**config.mk**
```make
export PLATFORM = sky130hd
export DESIGN_NAME = cmp_sort_ctrl
export DESIGN_NICKNAME = d
export VERILOG_FILES = /design/src/rtl/cmp_sort_ctrl.sv
export SDC_FILE = /design/constraint.sdc
export NUM_CORES = 1
export LEC_CHECK = 0
export BUFFER_PORTS_ARGS = -buffer_cell sky130_fd_sc_hd__clkbuf_2
export CAP_MARGIN = 20
export CORE_ASPECT_RATIO = 1.1
export CORE_MARGIN = 2
export CORE_UTILIZATION = 44
export DETAILED_ROUTE_END_ITERATION = 8
export GPL_ROUTABILITY_DRIVEN = 0
export PLACE_DENSITY_LB_ADDON = 0.25
export SLEW_MARGIN = 30
export SYNTH_ARGS = -nofsm -noshare
export SYNTH_HDL_FRONTEND = slang
export SYNTH_HIERARCHICAL = 1
export SYNTH_SLANG_ARGS = --single-unit
```
**constraint.sdc**
```tcl
create_clock -name sys_clk -period 4.3 [get_ports sys_clk]
set_clock_uncertainty 0.1 [all_clocks]
set_input_delay 0.645 -clock sys_clk [delete_from_list [all_inputs] [get_ports sys_clk]]
set_output_delay 0.645 -clock sys_clk [all_outputs]
set_load 0.05 [all_outputs]
```
**src/rtl/cmp_sort_ctrl.sv**
```systemverilog
// Batch bubble sorter: loads DEPTH samples, sorts them with one shared magnitude comparator, then streams them out.
// Define CMP_SORT_DESCEND_EN for non-increasing output order; the default build sorts non-decreasing.

module MagComparator #(
  parameter int WIDTH = 2
) (
  input  logic [WIDTH-1:0] a_i,
  input  logic [WIDTH-1:0] b_i,
  output logic             less_o,
  output logic             equal_o,
  output logic             greater_o
);

  assign less_o    = (a_i < b_i);
  assign equal_o   = (a_i == b_i);
  assign greater_o = ~less_o & ~equal_o;

endmodule

module cmp_sort_ctrl #(
  parameter int WIDTH = 2,
  parameter int DEPTH = 4
) (
  input  logic             sys_clk,
  input  logic             sys_rst,
  input  logic             in_valid,
  output logic             in_ready,
  input  logic [WIDTH-1:0] in_data,
  output logic             out_valid,
  input  logic             out_ready,
  output logic [WIDTH-1:0] out_data,
  output logic             out_last,
  output logic             busy
);

  localparam int IW = (DEPTH > 1) ? $clog2(DEPTH) : 1;

  typedef enum logic [1:0] {LOAD, SORT, DRAIN} state_t;

  state_t           state_q, state_d;
  logic [WIDTH-1:0] mem_q [DEPTH];
  logic [WIDTH-1:0] mem_d [DEPTH];
  logic [IW-1:0]    wrIdx_q, wrIdx_d;
  logic [IW-1:0]    rdIdx_q, rdIdx_d;
  logic [IW-1:0]    cmpIdx_q, cmpIdx_d;
  logic [IW-1:0]    passCnt_q, passCnt_d;
  logic             swapFlag_q, swapFlag_d;

  logic [IW-1:0]    cmpIdxNext;
  logic [WIDTH-1:0] cmpA, cmpB;
  logic             cmpLess, cmpEqual, cmpGreater;
  logic             doSwap;
  logic             passSwapped;

  assign cmpIdxNext = cmpIdx_q + IW'(1);
  assign cmpA       = mem_q[cmpIdx_q];
  assign cmpB       = mem_q[cmpIdxNext];

  MagComparator #(.WIDTH(WIDTH)) uCmp (
    .a_i       (cmpA),
    .b_i       (cmpB),
    .less_o    (cmpLess),
    .equal_o   (cmpEqual),
    .greater_o (cmpGreater)
  );

  // Equal pairs never swap, which keeps the sort stable in either order.
`ifdef CMP_SORT_DESCEND_EN
  assign doSwap = cmpLess & ~(cmpGreater | cmpEqual);
`else
  assign doSwap = cmpGreater & ~(cmpLess | cmpEqual);
`endif

  assign passSwapped = swapFlag_q | doSwap;

  always_ff @(posedge sys_clk or posedge sys_rst) begin
    if (sys_rst) begin
      state_q    <= LOAD;
      wrIdx_q    <= '0;
      rdIdx_q    <= '0;
      cmpIdx_q   <= '0;
      passCnt_q  <= '0;
      swapFlag_q <= 1'b0;
      for (int k = 0; k < DEPTH; k++) mem_q[k] <= '0;
    end else begin
      state_q    <= state_d;
      wrIdx_q    <= wrIdx_d;
      rdIdx_q    <= rdIdx_d;
      cmpIdx_q   <= cmpIdx_d;
      passCnt_q  <= passCnt_d;
      swapFlag_q <= swapFlag_d;
      for (int k = 0; k < DEPTH; k++) mem_q[k] <= mem_d[k];
    end
  end

  always_comb begin
    state_d    = state_q;
    mem_d      = mem_q;
    wrIdx_d    = wrIdx_q;
    rdIdx_d    = rdIdx_q;
    cmpIdx_d   = cmpIdx_q;
    passCnt_d  = passCnt_q;
    swapFlag_d = swapFlag_q;

    case (state_q)
      LOAD: begin
        if (in_valid) begin
          mem_d[wrIdx_q] = in_data;
          if (wrIdx_q == IW'(DEPTH - 1)) begin
            wrIdx_d = '0;
            state_d = SORT;
          end else begin
            wrIdx_d = wrIdx_q + IW'(1);
          end
        end
      end

      SORT: begin
        if (doSwap) begin
          mem_d[cmpIdx_q]   = cmpB;
          mem_d[cmpIdxNext] = cmpA;
        end
        // A pass ends on the last adjacent pair; stop early once a pass is swap-free.
        if (cmpIdx_q == IW'(DEPTH - 2)) begin
          cmpIdx_d   = '0;
          swapFlag_d = 1'b0;
          if (!passSwapped || passCnt_q == IW'(DEPTH - 2)) begin
            passCnt_d = '0;
            state_d   = DRAIN;
          end else begin
            passCnt_d = passCnt_q + IW'(1);
          end
        end else begin
          cmpIdx_d   = cmpIdxNext;
          swapFlag_d = passSwapped;
        end
      end

      DRAIN: begin
        if (out_ready) begin
          if (rdIdx_q == IW'(DEPTH - 1)) begin
            rdIdx_d = '0;
            state_d = LOAD;
          end else begin
            rdIdx_d = rdIdx_q + IW'(1);
          end
        end
      end

      default: state_d = LOAD;
    endcase
  end

  assign in_ready  = (state_q == LOAD);
  assign busy      = (state_q == SORT);
  assign out_valid = (state_q == DRAIN);
  assign out_data  = (state_q == DRAIN) ? mem_q[rdIdx_q] : '0;
  assign out_last  = (state_q == DRAIN) && (rdIdx_q == IW'(DEPTH - 1));

endmodule

```
==> results of run 1 <==
synthesized netlist by cell type (all sizes together), types with 2 or more instances:
cell / instances / area [um2]
nor3: 3 / 15.0
a21oi: 14 / 70.1
mux2: 6 / 67.6
a31oi: 3 / 18.8
nor2b: 4 / 25.0
buf: 5 / 40.0
nand3: 5 / 25.0
nor2: 6 / 22.5
and2: 5 / 33.8
dfrtp: 19 / 475
a2bb2oi: 3 / 26.3
a22oi: 5 / 37.5
o21ai: 15 / 75.1
nor3b: 2 / 15.0
inv: 12 / 45.0
nand2b: 5 / 31.3
mux4: 6 / 135
ha: 15 / 188
nand2: 13 / 48.8
layer usage:
metal  GRT usage  vias to the layer above
met5           0                        -
met4      0.0698                        0
met3      0.0308                        9
met2       0.305                       44
met1       0.245                      520
li1            -                      549
path summary, 6_finish.rpt:
check | endpoint | cells after the start
hold / removal | rdIdx_q[0]$_DFFE_PP0P_ | 2
hold reg to reg | passCnt_q[1]$_DFFE_PP0P_ | 2
max in group asynchronous | mem_q[1]$_DFFE_PP0P_ | 2
setup reg to reg | mem_q[6]$_DFFE_PP0P_ | 11
min in group sys_clk | passCnt_q[1]$_DFFE_PP0P_ | 2
setup / recovery | mem_q[6]$_DFFE_PP0P_ | 11
kinds of logic (layout without fill, tap and decap cells):
family                   after synthesis  after routing  synth area share
AO/OA/AOI/OAI                         43             43             0.178
multiplexers                          12             12             0.142
buffers and inverters                 18             27            0.0624
AND/OR/NAND/NOR                       43             43             0.152
flip-flops                            19             19             0.334
adder cells (fa/ha/maj)               15             15             0.132
critical path: stages, from the launching register on:
cell,delay [ns]
dfrtp_1,0.58
inv_1,0.15
ha_1,0.35
mux4_2,0.35
inv_1,0.08
ha_1,0.24
and2_4,0.15
a21oi_1,0.10
nor3b_1,0.36
a21oi_1,0.25
a21oi_1,0.29
mux2_2,0.37
sequential cells by signal, summed over array words and instances (netlist names):
name	cells
rdIdx_q	2
mem_q	8
state_q	2
passCnt_q	2
swapFlag_q	1
wrIdx_q	2
cmpIdx_q	2
metrics by stage:
| stage | hold WS [ns] | worst slack (ns) | instance area [um2] |
|---|---|---|---|
| 6_report | 0.338 | 0.824 | 1500 |
| 3_5_place_dp | 0.376 | 0.842 | 1480 |
| 3_3_place_gp | 0.368 | 0.948 | 1480 |
| 2_1_floorplan | 0.353 | 1.22 | 1420 |
| 5_1_grt | 0.403 | 0.526 | 1500 |
| 4_1_cts | 0.357 | 0.827 | 1500 |
area by class of cell:
type                            count  area [um2]  share of cell area
Tap cell                           34        42.5              0.0283
Clock buffer                        4        26.3              0.0175
Multi-Input combinational cell    113         860               0.572
Inverter                           12        45.0              0.0300
Sequential cell                    19         475               0.316
Timing Repair Buffer               11        55.1              0.0366
==> qor.csv, run 1 <==
metric,value,unit
# rows,21,
TritonCTS clock tree,built,
Starting Density,0.463,
CTS buffer count,3,
initial DRC count,69,
worst setup path start,cmpIdx_q[0]$_DFFE_PP0P_,
fin nets,181,
Non-Filler Instances,193,
Root Driver,clkbuf_4,
mapped cell area,0.00142,mm2
hpwl dp,2280,um
initial antenna violation count,0,
Worst-path clk slew,0.11,ns
met2 wire length,1420,um
total grt overflow,0,
Worst Setup Start Kind,register,
Core Region,0.00307,mm2
"Setup Fix Bufs, Post-CTS",0,
number of synthesis warnings,6,
number of fill cells,290,
Vert. Die Dim,63.7,um
Yosys cell types,27,
Die Wd,58.2,um
full die area,0.00371,mm2
layout cells sized above 1,0.170,
"most common cell after layout, fill and taps aside",dfrtp_1,
Slew Limit Fails,0,
Syn Area/Cell,9.49,um2
max cap viols,0,
P&R area growth vs syn,5.62,%
Gate Count Post-Synth,150,
overall via count from detail_route,1122,
Hold Path Class,in2async,
# hold bufs at CTS,0,
CTS sink cnt,19,
Setup CP Type,reg2reg,
Boundary Pins,12,
Setup crit end kind,register,
"commonest non-fill, non-tap cells in the layout","dfrtp_1, ha_1, a21oi_1",
setup violators final,0,
Finished Core Util,0.489,
"Data arrival, critical path",3.58,ns
"EDFF count, synth",0,
run status,finished clean,
met1 WL,1320,um
largest net degree at the start of global routing,21,
placed cells,189,
antenna cell count,0,
DRT antenna net count,0,
Synth Register Bits,19,
iteration count of the initial detailed-routing pass,4,
DR WL/cell,15.6,um
Final Hold Viols,0,
maximum clock rate,0.288,GHz
Worst Tran Pin Value,0.762,ns
sequential area share after synthesis,0.334,
Reg2Reg Setup Slack,0.82,ns
clk buf depth,2,
Port Buffers,11,
Sum Neg Setup Slack,0,ns
clk_lat worst skew,0.31,ns
vias in the first global route,1105,
final WL,3010,um
post-cts resize count,0,
met3 WL,190,um
Mapped Nets,171,
gr usage total,0.187,
DRC errors left,0,
slew margin rel.,0.492,
reg2reg start,cmpIdx_q[0]$_DFFE_PP0P_,
first-pass GRT wire length,5200,um
async set or reset register ratio after synthesis,1.00,
Highest Signal Layer,met4,
minimum clock period,3.48,ns
vias per cell,5.81,
Crit path required time,4.41,ns
Final period util,0.808,
H-tree lvl count,1,
worst-path fanout max,9,
"Primary FF master, synth",dfrtp_1,
RSZ-0062 raised after global routing,no,
Power of run 1 is not shown: default switching activity piles up to over one toggle a cycle in this logic, so the estimate is an artifact.
==> run 2, diff against run 1 <==
- clock period: 4.3 -> 3.5 ns (I/O delays scaled with it)
==> qor.csv, run 2 (same netlist as run 1, synthesis figures left out) <==
metric,value,unit
P&R area growth vs syn,6.94,%
crit-path cells,inv_1 > ha_1 > mux4_2 > ha_1 > and2_4 > a21oi_1 > nor3b_1 > a21oi_1 > a21oi_1 > mux2_2,
Crit path required time,3.61,ns
"Setup Fix Bufs, Post-CTS",0,
H-tree lvl count,1,
"most common cell after layout, fill and taps aside",dfrtp_1,
setup violators final,0,
iteration count of the initial detailed-routing pass,4,
Die Wd,58.2,um
most frequent CP cell,a21oi_1,
Setup CP Type,reg2reg,
# rows,21,
vias per cell,5.90,
multi-input logic area,860,um2
total grt overflow,0,
initial antenna violation count,0,
first-pass GRT wire length,5460,um
TritonCTS clock tree,built,
layout cells sized above 1,0.186,
Top delay family on crit path,multiplexers,
Slew Limit Fails,0,
vias in the first global route,1165,
maximum clock rate,0.310,GHz
clk buf depth,2,
CP peak stage delay,0.46,ns
Worst-path clk slew,0.12,ns
DRT antenna net count,0,
# hold bufs at CTS,0,
post-cts resize count,0,
Boundary Pins,12,
largest net degree at the start of global routing,21,
"commonest non-fill, non-tap cells in the layout","dfrtp_1, ha_1, a21oi_1",
full die area,0.00371,mm2
Critical-path top delay cell,dfrtp_1,
fin nets,183,
Setup crit end kind,register,
Sum Neg Setup Slack,0,ns
final WL,3070,um
gr usage total,0.194,
DRC errors left,0,
RSZ-0062 raised after global routing,no,
Starting Density,0.463,
Vert. Die Dim,63.7,um
DR WL/cell,15.7,um
worst-path fanout max,7,
hpwl dp,2360,um
Port Buffers,11,
Worst Tran Pin Value,0.736,ns
CTS buffer count,3,
Final period util,0.922,
area taken by flip-flops and latches,475,um2
max reg flops,8,
CP Buf/Inv Count,1,
Final Hold Viols,0,
"Data arrival, critical path",3.34,ns
initial DRC count,48,
run status,finished clean,
antenna cell count,0,
CTS sink cnt,19,
max cap viols,0,
clk_lat worst skew,0.32,ns
minimum clock period,3.23,ns
slew margin rel.,0.509,
Worst Setup Start Kind,register,
number of fill cells,295,
overall via count from detail_route,1150,
"Most flops, register",mem_q,
Hold Path Class,in2async,
Root Driver,clkbuf_4,
Core Region,0.00307,mm2
-- run 2: path summary, 6_finish.rpt --
check	start	end	slack (ns)	cells after the start
max	cmpIdx_q[1]$_DFFE_PP0P_	mem_q[6]$_DFFE_PP0P_	0.27	10
min	sys_rst	passCnt_q[0]$_DFFE_PP0P_	0.19	2
max reg2reg	cmpIdx_q[1]$_DFFE_PP0P_	mem_q[6]$_DFFE_PP0P_	0.27	10
min reg2reg	passCnt_q[0]$_DFFE_PP0P_	passCnt_q[0]$_DFFE_PP0P_	0.41	1
max in group asynchronous	sys_rst	cmpIdx_q[0]$_DFFE_PP0P_	2.65	2
min in group sys_clk	passCnt_q[0]$_DFFE_PP0P_	passCnt_q[0]$_DFFE_PP0P_	0.41	1
-- run 2: routing by layer --
layer	GRT usage	share of wire	vias to the layer above
met3	0.0308	0.054	7
met5	0	0	-
met1	0.259	0.45	543
met4	0.0959	0.023	0
li1	-	-	557
met2	0.303	0.47	43
-- run 2: area by class of cell --
| class | instances | share of cell area |
|---|---|---|
| Multi-Input combinational cell | 113 | 0.565 |
| Sequential cell | 19 | 0.312 |
| Timing Repair Buffer | 13 | 0.0460 |
| Inverter | 12 | 0.0296 |
| Tap cell | 34 | 0.0279 |
| Clock buffer | 3 | 0.0148 |
| Clock inverter | 1 | 0.00493 |
-- run 2: through the flow --
step                      cells  instance area [um2]  setup slack [ns]  hold slack, ns   util
after floorplan             150                 1420             0.421           0.353      -
after global placement      191                 1490             0.459           0.366  0.486
after detailed placement    191                 1490             0.318           0.393  0.486
after CTS                   195                 1520             0.287           0.210  0.495
after global routing        195                 1520            0.0952           0.248  0.495
final                       195                 1520             0.275           0.186  0.495
Power of run 2 is left out for the same reason.
==> run 3, diff against run 2 <==
- CELL_PAD_IN_SITES_DETAIL_PLACEMENT: not set -> 0
- CELL_PAD_IN_SITES_GLOBAL_PLACEMENT: not set -> 2
- CORE_UTILIZATION: 44 -> 37
==> qor.csv, run 3 (same netlist as run 1, synthesis figures left out) <==
metric,value,unit
run status,finished clean,
Core Region,0.00365,mm2
CTS buffer count,3,
minimum clock period,3.18,ns
initial antenna violation count,0,
max reg flops,8,
first-pass GRT wire length,5560,um
worst-path fanout max,7,
post-cts resize count,0,
crit-path cells,inv_1 > ha_1 > mux4_2 > ha_1 > and2_4 > a21oi_1 > nor3b_1 > a21oi_1 > a21oi_1 > mux2_2,
Sum Neg Setup Slack,0,ns
vias in the first global route,1143,
total grt overflow,0,
clk_lat worst skew,0.27,ns
cell count along the critical path,10,
max cap viols,0,
clk buf depth,2,
final instance area,0.00157,mm2
Worst-path clk slew,0.08,ns
"Data arrival, critical path",3.24,ns
Final period util,0.909,
# hold bufs at CTS,0,
TritonCTS clock tree,built,
placed cells,208,
Setup crit end kind,register,
worst setup path start,cmpIdx_q[1]$_DFFE_PP0P_,
Boundary Pins,12,
initial DRC count,40,
maximum clock rate,0.314,GHz
Crit path required time,3.56,ns
Slew Limit Fails,0,
full die area,0.00436,mm2
gr usage total,0.165,
vias per cell,5.23,
Starting Density,0.390,
slew margin rel.,0.487,
Non-Filler Instances,212,
Reg2Reg Setup Slack,0.32,ns
antenna cell count,0,
pre-CTS WS,0.377,ns
Top delay family on crit path,multiplexers,
Setup CP Type,reg2reg,
reg2reg start,cmpIdx_q[1]$_DFFE_PP0P_,
"Most flops, register",mem_q,
Port Buffers,11,
worst setup path end,mem_q[2]$_DFFE_PP0P_,
"most common cell after layout, fill and taps aside",dfrtp_1,
Reg-to-Reg End,mem_q[2]$_DFFE_PP0P_,
Die Wd,63.1,um
CTS sink cnt,19,
DR WL/cell,15.8,um
Vert. Die Dim,69.1,um
largest net degree at the start of global routing,21,
Final Hold Viols,0,
H-tree lvl count,1,
final WL,3350,um
CP peak stage delay,0.46,ns
layout cells sized above 1,0.191,
Root Driver,clkbuf_8,
DP Area,0.00152,mm2
RSZ-0062 raised after global routing,no,
CP Buf/Inv Count,1,
most frequent CP cell,a21oi_1,
"Setup Fix Bufs, Post-CTS",0,
"commonest non-fill, non-tap cells in the layout","dfrtp_1, ha_1, a21oi_1",
Worst Setup Start Kind,register,
DRT antenna net count,0,
setup violators final,0,
fin nets,184,
Critical-path top delay cell,dfrtp_1,
cells on worst reg2reg path,10,
# rows,23,
iteration count of the initial detailed-routing pass,4,
overall via count from detail_route,1108,
Hold Path Class,in2async,
hpwl dp,2530,um
DRC errors left,0,
P&R area growth vs syn,10.2,%
min setup slack post-route,0.317,ns
Worst Tran Pin Value,0.769,ns
==> run 3: how the worst min path moves through the flow <==
stage	from	endpoint	slack (ns)	cells after the start
2_1_floorplan	passCnt_q[1]$_DFFE_PP0P_	passCnt_q[1]$_DFFE_PP0P_	0.35	2
3_3_place_gp	passCnt_q[1]$_DFFE_PP0P_	passCnt_q[1]$_DFFE_PP0P_	0.37	2
3_5_place_dp	passCnt_q[1]$_DFFE_PP0P_	passCnt_q[1]$_DFFE_PP0P_	0.38	2
4_1_cts	sys_rst	swapFlag_q$_DFFE_PP0P_	0.30	2
5_1_grt	sys_rst	passCnt_q[0]$_DFFE_PP0P_	0.31	2
6_report	sys_rst	swapFlag_q$_DFFE_PP0P_	0.26	2
==> run 3: worst register-to-register path: stages, from the launching register on <==
cell     delay, ns
dfrtp_1       0.46
inv_1         0.14
ha_1          0.33
mux4_2        0.36
ha_1          0.30
and2_4        0.16
a21oi_1       0.09
nor3b_1       0.26
a21oi_1       0.23
a21oi_1       0.29
mux2_2        0.37
==> run 3: cell type report <==
| cell class | count | area, um2 |
|---|---|---|
| multi-input combinational | 113 | 860 |
| timing repair buffer | 14 | 77.6 |
| inverter | 12 | 45.0 |
| tap | 50 | 62.6 |
| clock inverter | 1 | 7.51 |
| fill | 389 | 2090 |
| sequential | 19 | 475 |
| clock buffer | 3 | 41.3 |
==> run 3: stage by stage <==
stage,util,hold slack [ns]
after floorplan,-,0.353
after global placement,0.416,0.367
after detailed placement,0.416,0.381
after CTS,0.429,0.299
after global routing,0.429,0.310
final,0.429,0.265
==> run 3: layer usage <==
metal  up-vias  part of all wire  GRT usage
met2        21              0.48      0.272
met4         0            0.0069     0.0395
met5         -                 0          0
met1       524              0.47      0.217
met3         4             0.044     0.0392
li1        559                 -          -
Power of run 3 is left out for the same reason.
